===== config.mk =====
export PLATFORM = sky130hd
export DESIGN_NAME = intra_sad_calc
export DESIGN_NICKNAME = d
export VERILOG_FILES = /design/src/rtl/intra_sad_calc.sv
export SDC_FILE = /design/constraint.sdc
export NUM_CORES = 2
export LEC_CHECK = 0
export CORE_AREA = 2 2 638 640
export CTS_CLUSTER_DIAMETER = 50
export DETAILED_ROUTE_END_ITERATION = 16
export DIE_AREA = 0 0 640 642
export GPL_ROUTABILITY_DRIVEN = 0
export PLACE_DENSITY = 0.33
export SYNTH_ARGS = -nofsm -noshare
export SYNTH_HDL_FRONTEND = slang
export SYNTH_SLANG_ARGS = --single-unit

===== constraint.sdc =====
create_clock -name clk -period 9.8 [get_ports clk]
set_input_delay 0.98 -clock clk [delete_from_list [all_inputs] [get_ports clk]]
set_output_delay 0.98 -clock clk [all_outputs]
set_load 0.03 [all_outputs]

===== src/rtl/intra_sad_calc.sv =====
// Intra-prediction SAD and residue engine: accumulates per-mode |orig-pred| over one macroblock.
// Optional macro INTRA_SIGNED_RESIDUE_EN stores clamped signed residues instead of absolute ones.
module intra_sad_calc #(
   parameter int unsigned MB_SIZE_L = 8,
   parameter int unsigned MB_SIZE_W = 8,
   localparam int unsigned NUM_MODES = (MB_SIZE_L == 4) ? 8 : 3,
   localparam int unsigned NPIX = MB_SIZE_L * MB_SIZE_W
) (
   input  logic                                  clk,
   input  logic                                  reset,
   input  logic                                  start,
   input  logic [12:0]                           mbnumber_in,
   input  logic                                  pix_valid,
   input  logic [7:0]                            orig_pix,
   input  logic [NUM_MODES-1:0][7:0]             pred_pix,
   output logic                                  busy,
   output logic                                  done,
   output logic [NUM_MODES-1:0][7:0]             sads,
   output logic [NUM_MODES-1:0][NPIX-1:0][7:0]   allresidues,
   output logic [12:0]                           mbnumber
);

   localparam int unsigned CNT_W = $clog2(NPIX);
   localparam int unsigned ACC_W = 16;
   localparam logic [CNT_W-1:0] LAST_PIX = CNT_W'(NPIX - 1);
   localparam logic [ACC_W-1:0] SAT_MAX  = ACC_W'(255);

   typedef enum logic [1:0] {IDLE, ACCUM, DONE} state_t;

   state_t                            state, state_nx;
   logic                              clear_c, accept_c, last_c;
   logic [CNT_W-1:0]                  pix_cnt;
   logic [12:0]                       mb_capt;
   logic [NUM_MODES-1:0][ACC_W-1:0]   acc, acc_nx;
   logic [NUM_MODES-1:0][8:0]         diff;
   logic [NUM_MODES-1:0][7:0]         absd, resid;

   // State register
   always_ff @(posedge clk) begin
      if (!reset) state <= IDLE;
      else        state <= state_nx;
   end

   // Next state and datapath strobes
   always_comb begin
      state_nx = state;
      clear_c  = 1'b0;
      accept_c = 1'b0;
      last_c   = 1'b0;
      case (state)
         IDLE: begin
            if (start) begin
               clear_c  = 1'b1;
               state_nx = ACCUM;
            end
         end
         ACCUM: begin
            if (pix_valid) begin
               accept_c = 1'b1;
               if (pix_cnt == LAST_PIX) begin
                  last_c   = 1'b1;
                  state_nx = DONE;
               end
            end
         end
         DONE:    state_nx = IDLE;
         default: state_nx = IDLE;
      endcase
   end

   // Per-mode difference, absolute value, stored residue and next accumulator
   always_comb begin
      diff   = '0;
      absd   = '0;
      resid  = '0;
      acc_nx = '0;
      for (int m = 0; m < NUM_MODES; m++) begin
         diff[m] = {1'b0, orig_pix} - {1'b0, pred_pix[m]};
         absd[m] = diff[m][8] ? (~diff[m][7:0] + 8'd1) : diff[m][7:0];
`ifdef INTRA_SIGNED_RESIDUE_EN
         // bits 8 and 7 disagree only when the 9-bit value leaves [-128,127]
         if (diff[m][8] && !diff[m][7])      resid[m] = 8'h80;
         else if (!diff[m][8] && diff[m][7]) resid[m] = 8'h7F;
         else                                resid[m] = diff[m][7:0];
`else
         resid[m] = absd[m];
`endif
         acc_nx[m] = acc[m] + ACC_W'(absd[m]);
      end
   end

   // Accumulators, residue store and registered outputs
   always_ff @(posedge clk) begin
      if (!reset) begin
         pix_cnt     <= '0;
         mb_capt     <= '0;
         acc         <= '0;
         busy        <= 1'b0;
         done        <= 1'b0;
         sads        <= '0;
         mbnumber    <= '0;
         allresidues <= '0;
      end else begin
         busy <= (state_nx != IDLE);
         done <= (state_nx == DONE);
         if (clear_c) begin
            pix_cnt <= '0;
            acc     <= '0;
            mb_capt <= mbnumber_in;
         end
         if (accept_c) begin
            acc     <= acc_nx;
            pix_cnt <= last_c ? '0 : pix_cnt + CNT_W'(1);
            for (int m = 0; m < NUM_MODES; m++) begin
               allresidues[m][pix_cnt] <= resid[m];
            end
         end
         // Results include the final pixel, so saturate the next-cycle sums
         if (last_c) begin
            mbnumber <= mb_capt;
            for (int m = 0; m < NUM_MODES; m++) begin
               sads[m] <= (acc_nx[m] > SAT_MAX) ? 8'hFF : acc_nx[m][7:0];
            end
         end
      end
   end

endmodule


# Word-level counts from Yosys, hierarchy flattened

Index checks and enable logic that the tools add are counted.

Output and inout port bits: 1,575
Register bits after elaboration: 1,644
Input port bits: 49

Equal/unequal tests: 3
Mux-type cells: 27
Bitwise logic cells: 3
Add/subtract/negate cells: 10
Reductions and logical operators: 4
Magnitude comparators: 5

Operators by type and width:

| cell                  | number |
|---|---|
| $bwmux W512           | 3 |
| $mux W48              | 2 |
| $mux W8               | 7 |
| $add A16 B8 Y16       | 3 |
| $demux W8 S6          | 1 |
| $gt A16 B8 Y1 const B | 3 |
| $sub A8 B8 Y9         | 3 |
| $add A8 B1 Y8 const B | 3 |
| $not A8 Y8            | 3 |
| $mux W6               | 3 |
| $lt A6 B7 Y1 const B  | 1 |
| $mux W1               | 7 |
| $add A6 B1 Y6 const B | 1 |
| $eq A6 B6 Y1 const B  | 1 |
| $ge A6 B1 Y1 const B  | 1 |
| $mux W2               | 3 |
| $pmux W2 S2           | 1 |
| $reduce_bool A2 Y1    | 2 |
| $eq A2 B1 Y1 const B  | 1 |
| $eq A2 B2 Y1 const B  | 1 |
| $logic_not A2 Y1      | 1 |
| $logic_and A1 B1 Y1   | 1 |

# Depth between registers and ports, before layout

Depth after elaboration: 7
Mapped depth: 21

# Worst setup path after synthesis

Ideal clock, no wire load.

Kind: input -> register
From: input orig_pix[0]
To: register sads[0] (netlist bit)
Data required time: 9.665 ns
Data arrival time: 5.159 ns
Slack: 4.506 ns
Stages: 20
Buffers on the path: 2
Cell sequence: inv_1 > ha_1 > inv_1 > fa_1 > and3_1 > o21ai_0 > a21oi_1 > nor2_1 > mux2i_1 > buf_2 > buf_1 > inv_1 > fa_1 > a211oi_1 > nor3b_1 > o21ai_1 > xor2_1 > nand4_1 > a2111oi_4 > a21oi_1

RTL lines:

| what                          | line | RTL |
|---|---|---|
| start, declared               | 14   | `input logic [7:0] orig_pix,` |
| end signal, assigned by index | 122  | `sads[m] <= (acc_nx[m] > SAT_MAX) ? 8'hFF : acc_nx[m][7:0];` |
| end, declared                 | 18   | `output logic [NUM_MODES-1:0][7:0] sads,` |

==> impl_results.md <==
- CP Data Required Time: roughly 11 ns
- Final Hold Vio Count: 0
- #FFs+latches synth: 1644
- Die area: 411000 µm²
- TNS Setup: 0 ns
- Rows: roughly 230
- Vias in the first global route: about 53000
- Crit path time final: 5.92 ns
- Crit-path max FO: 30
- Max-cap violations: 0
- Worst skew pair latency: 0.95 ns
- Status: finished clean
- Total Power: 20.2 mW
- Power per Cell Area: 219 nW/µm²
- Htree depth: 5
- Clock slew at reported path FFs: 0.05 ns
- Final net count: a little over 8000
- Max incr delay on CP: 0.62 ns
- Mapped Area: 59500 µm²
- Top FF cell, synth: dfxtp_1
- Die H: about 640 µm
- Die span in x: 640 µm
- Placed cells: 13100
- Critical path's slowest cell: a2111oi_4
- Post-cts resize count: 0
- Number of clock sinks: 1644
- Fillers: 43700
- Area added between synthesis and finish: 55.4%
- CP Launch Type: input pin
- First-pass GRT wire length: a little under 500 mm
- Starting DRT DRC Count: 3316
- Routed Antenna Nets: 0
- Seq/Total Area, Yosys: a little under three fifths
- Syn nets: between 6000 and 7000
- Unrepaired setup endpoints after global routing: no
- Residual DRC: 0
- Worst Setup Path Type: input pin to register
- Post-route clock period utilization: 60.4%
- Wire length per cell: roughly 27 µm
- Critical Path, Cell by Cell: clkdlybuf4s50_1 -> inv_1 -> ha_4 -> inv_1 -> fa_1 -> and3_1 -> nor2_1 -> xnor2_1 -> nor3_1 -> a311oi_1 -> xnor2_2 -> buf_4 -> inv_1 -> ha_1 -> and3_1 -> nor3b_1 -> o21ai_1 -> xor2_1 -> nand4_1 -> a2111oi_4 -> a21oi_1
- Cts bufs inserted: 303
- Worst VDD drop: approximately 0.19 mV
- Arrival time worst endpoint: 6.67 ns
- Vias/cell: 4.00
- Initial antenna violation count: 29
- Syn. warnings: 0
- Post-CTS Setup Inserts: 0
- Clock tree buffer depth: 4
- Number of port buffers: 1623
- Pin count of the biggest net entering global routing: 170
- Worst Max-Slew Pin Slew: 1.29 ns
- HP Class: register to register
- CTS hold repair buffers: 0
- Drt pass-1 iters: 6
- Worst Skew: 0.0614 ns
- Synth Area per Inst: 8.98 µm²
- Total leakage power: just under 30 nW
- Synth Instances: 6626
- Asr flop ratio synth: 0%
- Synth unique cells: 71
- All-Layer GR Usage: 17.1%
- Achievable Freq: between 0.15 and 0.2 GHz
- TritonCTS clock tree: built
- Total congestion overflow: 0
- Core Box Area: 404000 µm²
- Final non-filler cell total: 13700
- Slew HR: 14.0%
- Critical Path Sink Type: register
- Drt total wl: 366 mm
- Vias: 54700
- Most frequent CP cell: inv_1
- EDFF count, synth: 0
- Initial core utilization: 14.7%
- DPL Wire Length: approximately 250 mm
- I/O pin count: between 1500 and 2000
- Slew Limit Fails: 0
- Root buffer cell: clkbuf_16
- Setup violators final: 0
- Ratio of cells with drive above 1 in the final layout: slightly below 10%
## routing by layer
layer | part of all wire (%) | vias up | wire length (µm) | track usage [%]
met5 | 0 | - | 0 | 0
met4 | 3.4 | 0 | 12400 | 5.45
met3 | 6.8 | 452 | 24700 | 4.42
met2 | 49 | 1805 | 180000 | 30.0
met1 | 41 | 26300 | 149000 | 20.0
li1 | - | 26100 | - | -
## cells by family after synthesis
family	count (synthesis)	share of synthesized area [%]
and+or+nand+nor	2041	14.4
muxes	73	1.23
adders and majority gates	60	1.34
DFF	1644	55.3
AOI/OAI and AO/OA	1995	21.6
buffers and inverters	758	5.29
xor gates and xnor gates	55	0.810
## path summary, 6_finish.rpt
check	from	endpoint	slack (ns)	cells past startpoint
worst max-delay path	orig_pix[0]	sads[1]$_SDFFE_PN0P_	3.88	21
worst min-delay path	allresidues[354]$_SDFFE_PN0P_	allresidues[354]$_SDFFE_PN0P_	0.45	2
worst max register to register	state[0]$_SDFF_PN0_	allresidues[1463]$_SDFFE_PN0P_	5.60	9
worst min register to register	allresidues[354]$_SDFFE_PN0P_	allresidues[354]$_SDFFE_PN0P_	0.45	2
## cells in the final DEF (no fill, tap or decap), types with 11 or more instances in the layout
master	netlist	routed
a211oi_1	941	941
a21o_1	15	15
a21oi_1	513	513
a22oi_1	16	16
a311oi_1	11	11
and2_1	14	14
and3_1	12	12
buf_4	13	139
bufinv_16	0	37
clkbuf_1	494	28
clkbuf_16	0	304
clkbuf_8	0	40
clkdlybuf4s50_1	0	1622
clkinv_16	0	14
clkinv_2	0	50
clkinv_4	0	16
clkinvlp_4	0	29
dfxtp_1	1644	1644
diode_2	0	13
ha_1	54	51
inv_1	61	60
inv_6	0	23
mux2i_1	73	70
nand2_1	502	501
nand3_1	145	143
nand4_1	70	70
nor2_1	1118	1083
nor2_4	9	66
nor3_1	30	27
o211ai_1	27	27
o21ai_0	387	387
o22ai_1	24	24
or3_1	73	72
xnor2_1	25	18
xor2_1	30	19
xor2_4	0	11
## worst max-delay path, delay by kind of cell
kind            cells  cell delay [ns]
xor+xnor            3             0.68
simple gates        6             1.26
compound gates      4             1.50
fa+ha+maj           3             0.96
buf+inv             5             1.29
## flip-flops by register name, summed over array words and instances, names as in the netlist
register and count:
state 2, busy 1, done 1, allresidues 1536, sads 24, acc 48
pix_cnt 6, mb_capt 13, mbnumber 13
## power breakdown
part	leakage (nW)	total (mW)	internal (mW)	switching [mW]
Clock	5.20	11.2	7.07	4.10
Combinational	11.3	2.34	0.368	1.97
Sequential	13.2	6.73	6.71	0.0140
Total	29.8	20.2	14.2	6.09
## synth_stat cells (14+ instances only)
cell type | count | share of area [%]
nor2_2 | 23 | 0.24
nor3_1 | 30 | 0.25
a21o_1 | 15 | 0.19
ha_1 | 54 | 1.1
or3_1 | 73 | 0.77
o21ai_0 | 387 | 3.3
nand3_1 | 145 | 1.2
nand4_1 | 70 | 0.74
dfxtp_1 | 1644 | 55
mux2i_1 | 73 | 1.2
a21oi_1 | 513 | 4.3
xnor2_1 | 25 | 0.37
o22ai_1 | 24 | 0.25
inv_1 | 61 | 0.39
buf_1 | 52 | 0.33
a22oi_1 | 16 | 0.20
o211ai_1 | 27 | 0.34
nand2_1 | 502 | 3.2
clkbuf_1 | 494 | 3.1
xor2_1 | 30 | 0.44
and2_1 | 14 | 0.15
buf_2 | 124 | 1.0
nor2_1 | 1118 | 7.1
a211oi_1 | 941 | 12
## final cells by class
class / count / area [µm²] / area share, %
multi-input combinational: 4224 / 24200 / 26.2
clock inverter: 179 / 2520 / 2.73
clock buffer: 372 / 8260 / 8.94
tap: 5428 / 6790 / 7.35
sequential: 1644 / 32900 / 35.6
inverter: 61 / 236 / 0.256
timing repair buffer: 1770 / 17500 / 18.9
antenna: 13 / 32.5 / 0.0352
## per-stage QoR
step	hold WS [ns]	utilization [%]	area (µm²)	setup slack [ns]
6_report	0.452	22.9	92400	3.88
5_1_grt	0.468	22.8	92400	3.56
3_3_place_gp	0.443	20.2	81600	2.98
3_5_place_dp	0.447	20.2	81600	2.91
4_1_cts	0.453	22.8	92400	3.92
2_1_floorplan	0.432	-	59500	4.51
(Power assumes the default switching activity.)
